[config.mk]
export PLATFORM = sky130hd
export DESIGN_NAME = plants_sprite_blitter
export DESIGN_NICKNAME = d
export VERILOG_FILES = /design/src/rtl/plants_pkg.sv /design/src/rtl/plants_blit_delay.sv /design/src/rtl/plants_sprite_blitter.sv
export SDC_FILE = /design/constraint.sdc
export NUM_CORES = 1
export LEC_CHECK = 0
export ABC_AREA = 1
export ABC_CLOCK_PERIOD_IN_PS = 3300
export BUFFER_PORTS_ARGS = -buffer_cell sky130_fd_sc_hd__buf_2
export CAP_MARGIN = 10
export CORE_MARGIN = 2
export CORE_UTILIZATION = 45
export CTS_CLUSTER_SIZE = 12
export DETAILED_ROUTE_END_ITERATION = 6
export GPL_ROUTABILITY_DRIVEN = 0
export GPL_TIMING_DRIVEN = 0
export PLACE_DENSITY = 0.78
export RECOVER_POWER = 25
export SLEW_MARGIN = 5
export SYNTH_ARGS = -nofsm -noshare
export SYNTH_HDL_FRONTEND = slang
export SYNTH_SLANG_ARGS = --single-unit
[constraint.sdc]
create_clock -name vga_clk -period 3.3 [get_ports vga_clk]
set_input_delay 0.66 -clock vga_clk [delete_from_list [all_inputs] [get_ports vga_clk]]
set_output_delay 0.66 -clock vga_clk [all_outputs]
set_load 0.01 [all_outputs]
[src/rtl/plants_pkg.sv]
// ---------------------------------------------------------------
// plants_pkg : sprite-sheet geometry and blitter state encoding
// Rev 1.0
// ---------------------------------------------------------------
`default_nettype none

package plants_pkg;

  localparam int SHEET_W          = 384;
  localparam int SPRITE_DIM       = 32;
  localparam int ANIM_COL_BASE    = 2;
  localparam int PLANT_ROW_STRIDE = 12288;
  localparam int TRANSPARENT_IDX  = 0;

  typedef enum logic [1:0] {
    ST_IDLE  = 2'd0,
    ST_RUN   = 2'd1,
    ST_DRAIN = 2'd2,
    ST_DONE  = 2'd3
  } blit_state_e;

  // Top-left ROM address of one animation frame of one plant row.
  function automatic logic [15:0] sprite_base(input logic [2:0] plant, input logic [2:0] anim);
    return 16'(SPRITE_DIM * (int'(anim) + ANIM_COL_BASE) + PLANT_ROW_STRIDE * int'(plant));
  endfunction

endpackage

`default_nettype wire

[src/rtl/plants_blit_delay.sv]
// ---------------------------------------------------------------
// plants_blit_delay : LAT-deep shift register aligning the issue
//                     valid and sprite coordinates with rom_q
// Rev 1.0
// ---------------------------------------------------------------
`default_nettype none

module plants_blit_delay #(
  parameter int LAT = 1,
  parameter int W   = 5
) (
  input  logic         vga_clk,
  input  logic         reset,
  input  logic         valid_i,
  input  logic [W-1:0] sx_i,
  input  logic [W-1:0] sy_i,
  output logic         valid_o,
  output logic [W-1:0] sx_o,
  output logic [W-1:0] sy_o
);

  logic [LAT-1:0] valid_q;
  logic [W-1:0]   sx_q [LAT];
  logic [W-1:0]   sy_q [LAT];

  // Only the valid chain is reset; coordinates are don't-care without it.
  always_ff @(posedge vga_clk) begin
    if (reset) begin
      valid_q <= '0;
    end else begin
      valid_q[0] <= valid_i;
      for (int i = 1; i < LAT; i++) begin
        valid_q[i] <= valid_q[i-1];
      end
    end
    sx_q[0] <= sx_i;
    sy_q[0] <= sy_i;
    for (int i = 1; i < LAT; i++) begin
      sx_q[i] <= sx_q[i-1];
      sy_q[i] <= sy_q[i-1];
    end
  end

  assign valid_o = valid_q[LAT-1];
  assign sx_o    = sx_q[LAT-1];
  assign sy_o    = sy_q[LAT-1];

endmodule

`default_nettype wire

[src/rtl/plants_sprite_blitter.sv]
// ---------------------------------------------------------------
// plants_sprite_blitter : copies one 32x32 plant sprite from the
//                         sheet ROM into the frame buffer
// Rev 1.0
// ---------------------------------------------------------------
`default_nettype none

module plants_sprite_blitter
  import plants_pkg::*;
#(
  parameter int FB_W       = 640,
  parameter int FB_H       = 480,
  parameter int FB_AW      = 19,
  parameter int ROM_LAT    = 1,
  parameter int NUM_PLANTS = 5
) (
  input  logic             vga_clk,
  input  logic             reset,
  input  logic             cmd_valid,
  output logic             cmd_ready,
  input  logic [2:0]       cmd_plant,
  input  logic [2:0]       cmd_anim,
  input  logic [9:0]       cmd_x,
  input  logic [9:0]       cmd_y,
  output logic [15:0]      rom_addr,
  input  logic [6:0]       rom_q,
  output logic             fb_we,
  output logic [FB_AW-1:0] fb_addr,
  output logic [6:0]       fb_data,
  output logic             busy,
  output logic             done,
  output logic             err_invalid
);

  localparam int         DRAIN_W = $clog2(ROM_LAT + 2);
  localparam logic [4:0] LAST    = 5'(SPRITE_DIM - 1);

  blit_state_e        state_q, state_d;
  logic [4:0]         sx_q, sx_d, sy_q, sy_d;
  logic [DRAIN_W-1:0] drain_q, drain_d;
  logic [15:0]        base_q, base_d;
  logic [9:0]         x_q, x_d, y_q, y_d;
  logic               err_q, err_d;
  logic               issue_valid;

  logic               al_valid;
  logic [4:0]         al_sx, al_sy;
  logic [10:0]        dx, dy;
  logic               pix_we;
  logic [FB_AW-1:0]   pix_addr;

  logic               fb_we_q;
  logic [FB_AW-1:0]   fb_addr_q;
  logic [6:0]         fb_data_q;

  always_ff @(posedge vga_clk) begin
    if (reset) begin
      state_q <= ST_IDLE;
      sx_q    <= '0;
      sy_q    <= '0;
      drain_q <= '0;
      base_q  <= '0;
      x_q     <= '0;
      y_q     <= '0;
      err_q   <= 1'b0;
    end else begin
      state_q <= state_d;
      sx_q    <= sx_d;
      sy_q    <= sy_d;
      drain_q <= drain_d;
      base_q  <= base_d;
      x_q     <= x_d;
      y_q     <= y_d;
      err_q   <= err_d;
    end
  end

  always_comb begin
    state_d     = state_q;
    sx_d        = sx_q;
    sy_d        = sy_q;
    drain_d     = drain_q;
    base_d      = base_q;
    x_d         = x_q;
    y_d         = y_q;
    err_d       = err_q;
    cmd_ready   = 1'b0;
    busy        = 1'b1;
    done        = 1'b0;
    err_invalid = 1'b0;
    issue_valid = 1'b0;
    case (state_q)
      ST_IDLE: begin
        cmd_ready = 1'b1;
        busy      = 1'b0;
        if (cmd_valid) begin
          x_d  = cmd_x;
          y_d  = cmd_y;
          sx_d = '0;
          sy_d = '0;
          // A rejected plant leaves base_q alone so rom_addr does not move.
          if (int'(cmd_plant) >= NUM_PLANTS) begin
            err_d   = 1'b1;
            state_d = ST_DONE;
          end else begin
            err_d   = 1'b0;
            base_d  = sprite_base(cmd_plant, cmd_anim);
            state_d = ST_RUN;
          end
        end
      end
      ST_RUN: begin
        issue_valid = 1'b1;
        sx_d        = sx_q + 5'd1;
        if (sx_q == LAST) begin
          sy_d = sy_q + 5'd1;
          if (sy_q == LAST) begin
            drain_d = '0;
            state_d = ST_DRAIN;
          end
        end
      end
      ST_DRAIN: begin
        drain_d = drain_q + DRAIN_W'(1);
        if (drain_q == DRAIN_W'(ROM_LAT)) begin
          state_d = ST_DONE;
        end
      end
      ST_DONE: begin
        done        = 1'b1;
        err_invalid = err_q;
        state_d     = ST_IDLE;
      end
      default: state_d = ST_IDLE;
    endcase
  end

  assign rom_addr = base_q + 16'(sx_q) + 16'(sy_q) * 16'(SHEET_W);

  plants_blit_delay #(
    .LAT (ROM_LAT),
    .W   (5)
  ) u_delay (
    .vga_clk (vga_clk),
    .reset   (reset),
    .valid_i (issue_valid),
    .sx_i    (sx_q),
    .sy_i    (sy_q),
    .valid_o (al_valid),
    .sx_o    (al_sx),
    .sy_o    (al_sy)
  );

  // 11-bit sums so positions past the right/bottom edge compare correctly.
  assign dx       = 11'(x_q) + 11'(al_sx);
  assign dy       = 11'(y_q) + 11'(al_sy);
  assign pix_we   = al_valid && (rom_q != 7'(TRANSPARENT_IDX)) &&
                    (dx < 11'(FB_W)) && (dy < 11'(FB_H));
  assign pix_addr = FB_AW'(dy) * FB_AW'(FB_W) + FB_AW'(dx);

  always_ff @(posedge vga_clk) begin
    if (reset) begin
      fb_we_q   <= 1'b0;
      fb_addr_q <= '0;
      fb_data_q <= '0;
    end else begin
      fb_we_q <= pix_we;
      if (pix_we) begin
        fb_addr_q <= pix_addr;
        fb_data_q <= rom_q;
      end
    end
  end

  assign fb_we   = fb_we_q;
  assign fb_addr = fb_addr_q;
  assign fb_data = fb_data_q;

endmodule

`default_nettype wire

# Yosys cells after proc, flatten, opt, wreduce, memory -nomap -nowiden
# Memories as Yosys holds them, arrays and structs flattened.
# Cells that the tools add are included.
word_totals:
  elab_cells: 73
  register_bits: 79
  n_memories: 2
  ram_bits: 10
mem_list:
  columns: ["memory", "words", "word_bits", "read_ports", "rd_ports_with_merged_regs", "write_ports", "line", "text"]
  rows:
  - ["u_delay.sx_q", 1, 5, 1, 0, 1, "plants_blit_delay.sv:23", "logic [W-1:0] sx_q [LAT];"]
  - ["u_delay.sy_q", 1, 5, 1, 0, 1, "plants_blit_delay.sv:24", "logic [W-1:0] sy_q [LAT];"]
op_classes:
  addsub: 10
  reduce_logical: 13
  mux: 19
  multipliers: 3
  eq_ne: 10
  n_bitwise: 1
  n_lt_le_gt_ge: 3
ops:
  columns: ["cell", "count"]
  rows:
  - ["10-bit by 5-bit adder with 11-bit output", 2]
  - ["5-bit case mux with 2 select lines", 2]
  - ["19-bit by 11-bit adder with 19-bit output", 1]
  - ["16-bit by 14-bit adder with 16-bit output", 1]
  - ["16-bit by 5-bit adder with 16-bit output", 1]
  - ["9-bit by 16-bit adder with 16-bit output", 1]
  - ["2-bit two-way mux", 7]
  - ["11-bit by 3-bit multiplier with 12-bit output (second input constant)", 1]
  - ["11-bit by 10-bit less-than comparator with 1-bit output (second input constant)", 1]
  - ["11-bit by 9-bit less-than comparator with 1-bit output (second input constant)", 1]
  - ["5-bit by 1-bit adder with 5-bit output (second input constant)", 2]
  - ["5-bit == test (second input constant)", 2]
  - ["5-bit two-way mux", 2]
  - ["3-bit AND reduction", 3]
  - ["2-bit inequality test (second input constant)", 4]
  - ["2-bit case mux with 4 select lines", 1]
  - ["5-bit by 2-bit multiplier with 7-bit output (second input constant)", 1]
  - ["7-bit nonzero test", 1]
  - ["1-bit two-way mux", 6]
  - ["3-bit by 2-bit adder with 4-bit output (second input constant)", 1]
  - ["2-bit by 1-bit == test with 1-bit output (second input constant)", 2]
  - ["2-bit == test (second input constant)", 2]
  - ["2-bit by 3-bit multiplier with 4-bit output (first input constant)", 1]
  - ["2-bit case mux with 2 select lines", 1]
  - ["8 further kinds", 12]

# Logic depth before layout (Yosys ltp)
# An unclocked memory read counts as a cell.
logic_depth:
  word_depth: 5
  ltp_mapped: 24
  depth_no_buf: 24

# Cells and area by module
# A second synthesis with hierarchy kept.
unflattened:
  cells_unflattened: 696
  area_unflattened_um2: 5138.7
by_module_without_submodules:
  columns: ["module", "instances", "seq_area_each_um2", "cells_per_inst", "area_each_um2"]
  rows:
  - ["plants_sprite_blitter", 1, 1401.3, 683, 4908.5]
  - ["plants_blit_delay", 1, 220.2, 13, 230.2]

# Worst setup path after synthesis
# No wires, ideal clock.
synth_timing:
  path_kind: "register -> register"
  startpoint: "register y_q[0]"
  endpoint: "register fb_addr_q[18] (netlist: fb_addr[18])"
  path_stages_with_launch: 21
  arrival_time_ns: 3.193
  setup_ns: 0.109
  setup_slack_ns: -0.001
  t_required_ns: 3.191
  path_cell_list: "dfxtp_1 -> ha_1 -> fa_1 -> a31o_2 -> xor2_1 -> inv_1 -> ha_1 -> fa_1 -> nand2_1 -> nor2_1 -> nand2_1 -> nand3_1 -> nand2_1 -> nor2_1 -> nand3_1 -> inv_1 -> nand3_1 -> nand2_1 -> nand3_1 -> nand2_1 -> inv_1"
synth_via:
  elab_chain_len: 3
  elab_cells_between_ends: 5
  classes_between: "add/sub (2); mul (1); order compare (1); reduce/logical (1)"
synth_lines:
  columns: ["element", "line", "text"]
  rows:
  - ["from (decl)", "plants_sprite_blitter.sv:42", "logic [9:0] x_q, x_d, y_q, y_d;"]
  - ["from (signal assigned)", "plants_sprite_blitter.sv:73", "y_q <= y_d;"]
  - ["10-bit by 5-bit adder with 11-bit output (*)", "plants_sprite_blitter.sv:156", "assign dy = 11'(y_q) + 11'(al_sy);"]
  - ["11-bit by 3-bit multiplier with 12-bit output / 11-bit by 9-bit less-than comparator with 1-bit output (equally long branches)", "plants_sprite_blitter.sv:159, plants_sprite_blitter.sv:158", null]
  - ["19-bit by 11-bit adder with 19-bit output / 1-bit logical AND (equally long branches)", "plants_sprite_blitter.sv:159, plants_sprite_blitter.sv:158", null]
  - ["to (signal assigned)", "plants_sprite_blitter.sv:169", "fb_addr_q <= pix_addr;"]
  - ["to (decl)", "plants_sprite_blitter.sv:53", "logic [FB_AW-1:0] fb_addr_q;"]
# Mark *: on every way between the ends. The rest lies on a longest branch, timed or not.
# A chain may end at the register's enable or synchronous reset.

# Worst setup path in the final report
layout_timing:
  startpoint: "register y_q[2]"
  endpoint: "register fb_addr_q[17] (netlist: fb_addr[17])"
# Same word-level chain as after synthesis.

==> results_dict.tcl <==
set metrics [dict create \
    dpl.hpwl_um 8979 \
    ctsHtreeMaxLevel 3 \
    pre_cts_ws_ns -0.2535 \
    power_density_nw_per_um2 637.0 \
    synth-edff-count 0 \
    grt_pass1_wl_um 19610 \
    fin_skew_ns 0.008499 \
    synthArstFlopShare 0 \
    required_ns 3.53 \
    cp-end-kind "flop" \
    rsz0062_at_grt "true" \
    clock_path_buffers 2 \
    root_buffer "clkbuf_16" \
    status "finished, final reports clean" \
    setup_viol 0 \
    crit_arrival_ns 3.51 \
    area_growth_pct 27.30 \
    fp.dieH_um 110.4 \
    layout_common_cells "nand2_1 (138), buf_2 (82), dfxtp_1 (76)" \
    start_util 0.4660 \
    antenna_cells 0 \
    cap_violations 0 \
    relSlewSlack 0.4651 \
    clk_pin_slew_ns 0.06 \
    ant_nets 0 \
    core_um2 10940 \
    drt_iter0_drc 306 \
    dr.pass1.iters 5 \
    fin_ws_ns 0.02414 \
    synth_cell_type_count 38 \
    hold_class "reg2reg" \
    die_area_um2 12190 \
    max_freq_ghz 0.3053 \
    grt_usage 0.1951 \
    antenna_found_initial 2 \
    clk_latency_ns 0.34 \
    routedWlPerCell_um 13.90 \
    placement.io_buffers 82 \
    wirelength_um 13040 \
    cts.sinks 81 \
    die_w_um 110.4 \
    via_per_inst 5.120 \
    whs_ns 0.3864 \
    grt_pass1_vias 4277 \
    io_pins 83 \
    max_slew.worst_pin.slew_ns 0.8023 \
    peakVddDrop_uv 415.1 \
    timing.final.crit_share 0.9927 \
    cts_buffers 9 \
    overflow 0 \
    crit_path_start_kind "flop" \
    fin_nets 889 \
    cts_tree "built" \
    row_count 38 \
    route.detailed.drc 0 \
    ys_seq_elements 81 \
    yosysSeqAreaShare 0.3182 \
    cp_max_fo 5 \
    syn-instance-count 681 \
    syn_area_per_cell_um2 7.483 \
    synthFlopType "dfxtp_1" \
    grt_max_degree 14 \
    route.vias.total 4803 \
    drv_slew 0 \
    dpl.cell_count 903 \
    holdBufCountCts 0 \
    layout_commonest_cell "nand2_1" \
    yosysWarnings 0 \
    fin_crit_ns 3.276 \
    finalHoldViolations 0 \
    synth.cell_area_um2 5096 \
    finalPower_mw 4.132 \
    p_leak_nw 3.112 \
    finalNonFillerCells 938 \
    layout-drive-gt1-share 0.2945 \
    syn-num-nets 776 \
    critPathKind "reg2reg" \
]
==> what timing repair did <==
action | 4_1_cts | 5_1_grt
setup endpoints to repair | 6 | 9
setup buffers | 7 | 13
resized for setup | 18 | 56
pin swaps | 8 | 29
==> flip-flops by register name, indices dropped and copies added, names as in the netlist, 2 cells and up <==
register	count
fb_addr	19
x_q	10
y_q	10
base_q	8
fb_data	7
sx_q	5
sy_q	5
u_delay.sx_q	5
u_delay.sy_q	5
drain_q	2
state_q	2
==> cells in the mapped netlist (2+ instances only) <==
cell type,instances,area share
a211oi_1,3,0.0044
dfxtp_1,81,0.32
nand2_1,143,0.11
nand3_2,5,0.0098
nand3_1,34,0.033
nor2_2,2,0.0025
nand2_2,23,0.028
nor3_1,9,0.0088
buf_4,4,0.0059
nand4_1,4,0.0049
nand3b_1,3,0.0044
o21a_1,3,0.0044
o21ai_0,40,0.039
a21oi_2,20,0.034
or2_2,2,0.0025
clkbuf_1,11,0.0081
xor2_1,20,0.034
fa_1,7,0.027
ha_1,52,0.13
buf_8,2,0.0059
inv_1,74,0.055
nor2_1,71,0.052
xnor2_1,7,0.012
a21oi_1,41,0.040
o21bai_1,2,0.0029
a31oi_1,6,0.0074
==> worst max-delay path: stages (launching register included) <==
cell     delay [ns]
dfxtp_2        0.33
ha_4           0.30
nand2_1        0.07
nand2_2        0.10
buf_4          0.12
nand2_1        0.10
nand3_2        0.13
a31oi_1        0.09
a31oi_1        0.24
ha_1           0.31
ha_4           0.28
a21oi_1        0.26
nand4_1        0.21
nand2_2        0.14
nand3_2        0.10
nor2_1         0.10
nand2_1        0.05
nand2_1        0.06
nand2_1        0.04
nand2_1        0.08
nor2_1         0.05
==> where the power goes <==
| part | internal (mW) | switching, mW |
|---|---|---|
| combinational | 0.791 | 1.10 |
| clock | 0.524 | 0.410 |
| sequential | 1.15 | 0.148 |
| total | 2.47 | 1.66 |
==> area by class of cell <==
cell class	count	area [µm²]
clock inverters	5	31.28
fillers	953	4448
well taps	140	175.2
clock buffers	10	239.0
multi-input cells	507	3461
plain buffers	17	101.3
flip-flops and latches	81	1630
inverters	76	285.3
repair buffers	102	564.3
==> worst paths after layout <==
path	start	endpoint	slack, ns	cells after the start
setup / recovery	y_q[2]	fb_addr[17]	0.02	20
hold / removal	sx_q[2]	u_delay.sx_q[0][2]	0.39	0
setup reg to reg	y_q[2]	fb_addr[17]	0.02	20
hold reg to reg	sx_q[2]	u_delay.sx_q[0][2]	0.39	0
==> kinds of logic (layout without fill, tap and decap cells) <==
kind of cell / count (synthesis) / after routing / synth area share
buffers and inverters: 93 / 210 / 0.07587
AND/OR/NAND/NOR: 300 / 300 / 0.2607
AO/OA/AOI/OAI: 120 / 120 / 0.1404
XOR/XNOR: 28 / 28 / 0.04960
flip-flops: 81 / 81 / 0.3182
adder cells (fa/ha/maj): 59 / 59 / 0.1552
==> layer usage <==
| layer | track usage | vias up | routed length, µm |
|---|---|---|---|
| li1 | - | 2437 | - |
| met5 | 0 | - | 13 |
| met3 | 0.06147 | 25 | 833 |
| met2 | 0.3370 | 157 | 6562 |
| met4 | 0.04917 | 2 | 242 |
| met1 | 0.2354 | 2182 | 5390 |
==> stage by stage <==
step	area, µm²	setup TNS, ns	utilization
2_1_floorplan	5099	0	-
3_3_place_gp	5684	-0.4511	0.5198
3_5_place_dp	5684	-0.6108	0.5198
4_1_cts	6085	0	0.5564
5_1_grt	6487	-0.6113	0.5932
6_report	6487	0	0.5932
Note: power is estimated with default switching activity, not from simulation.
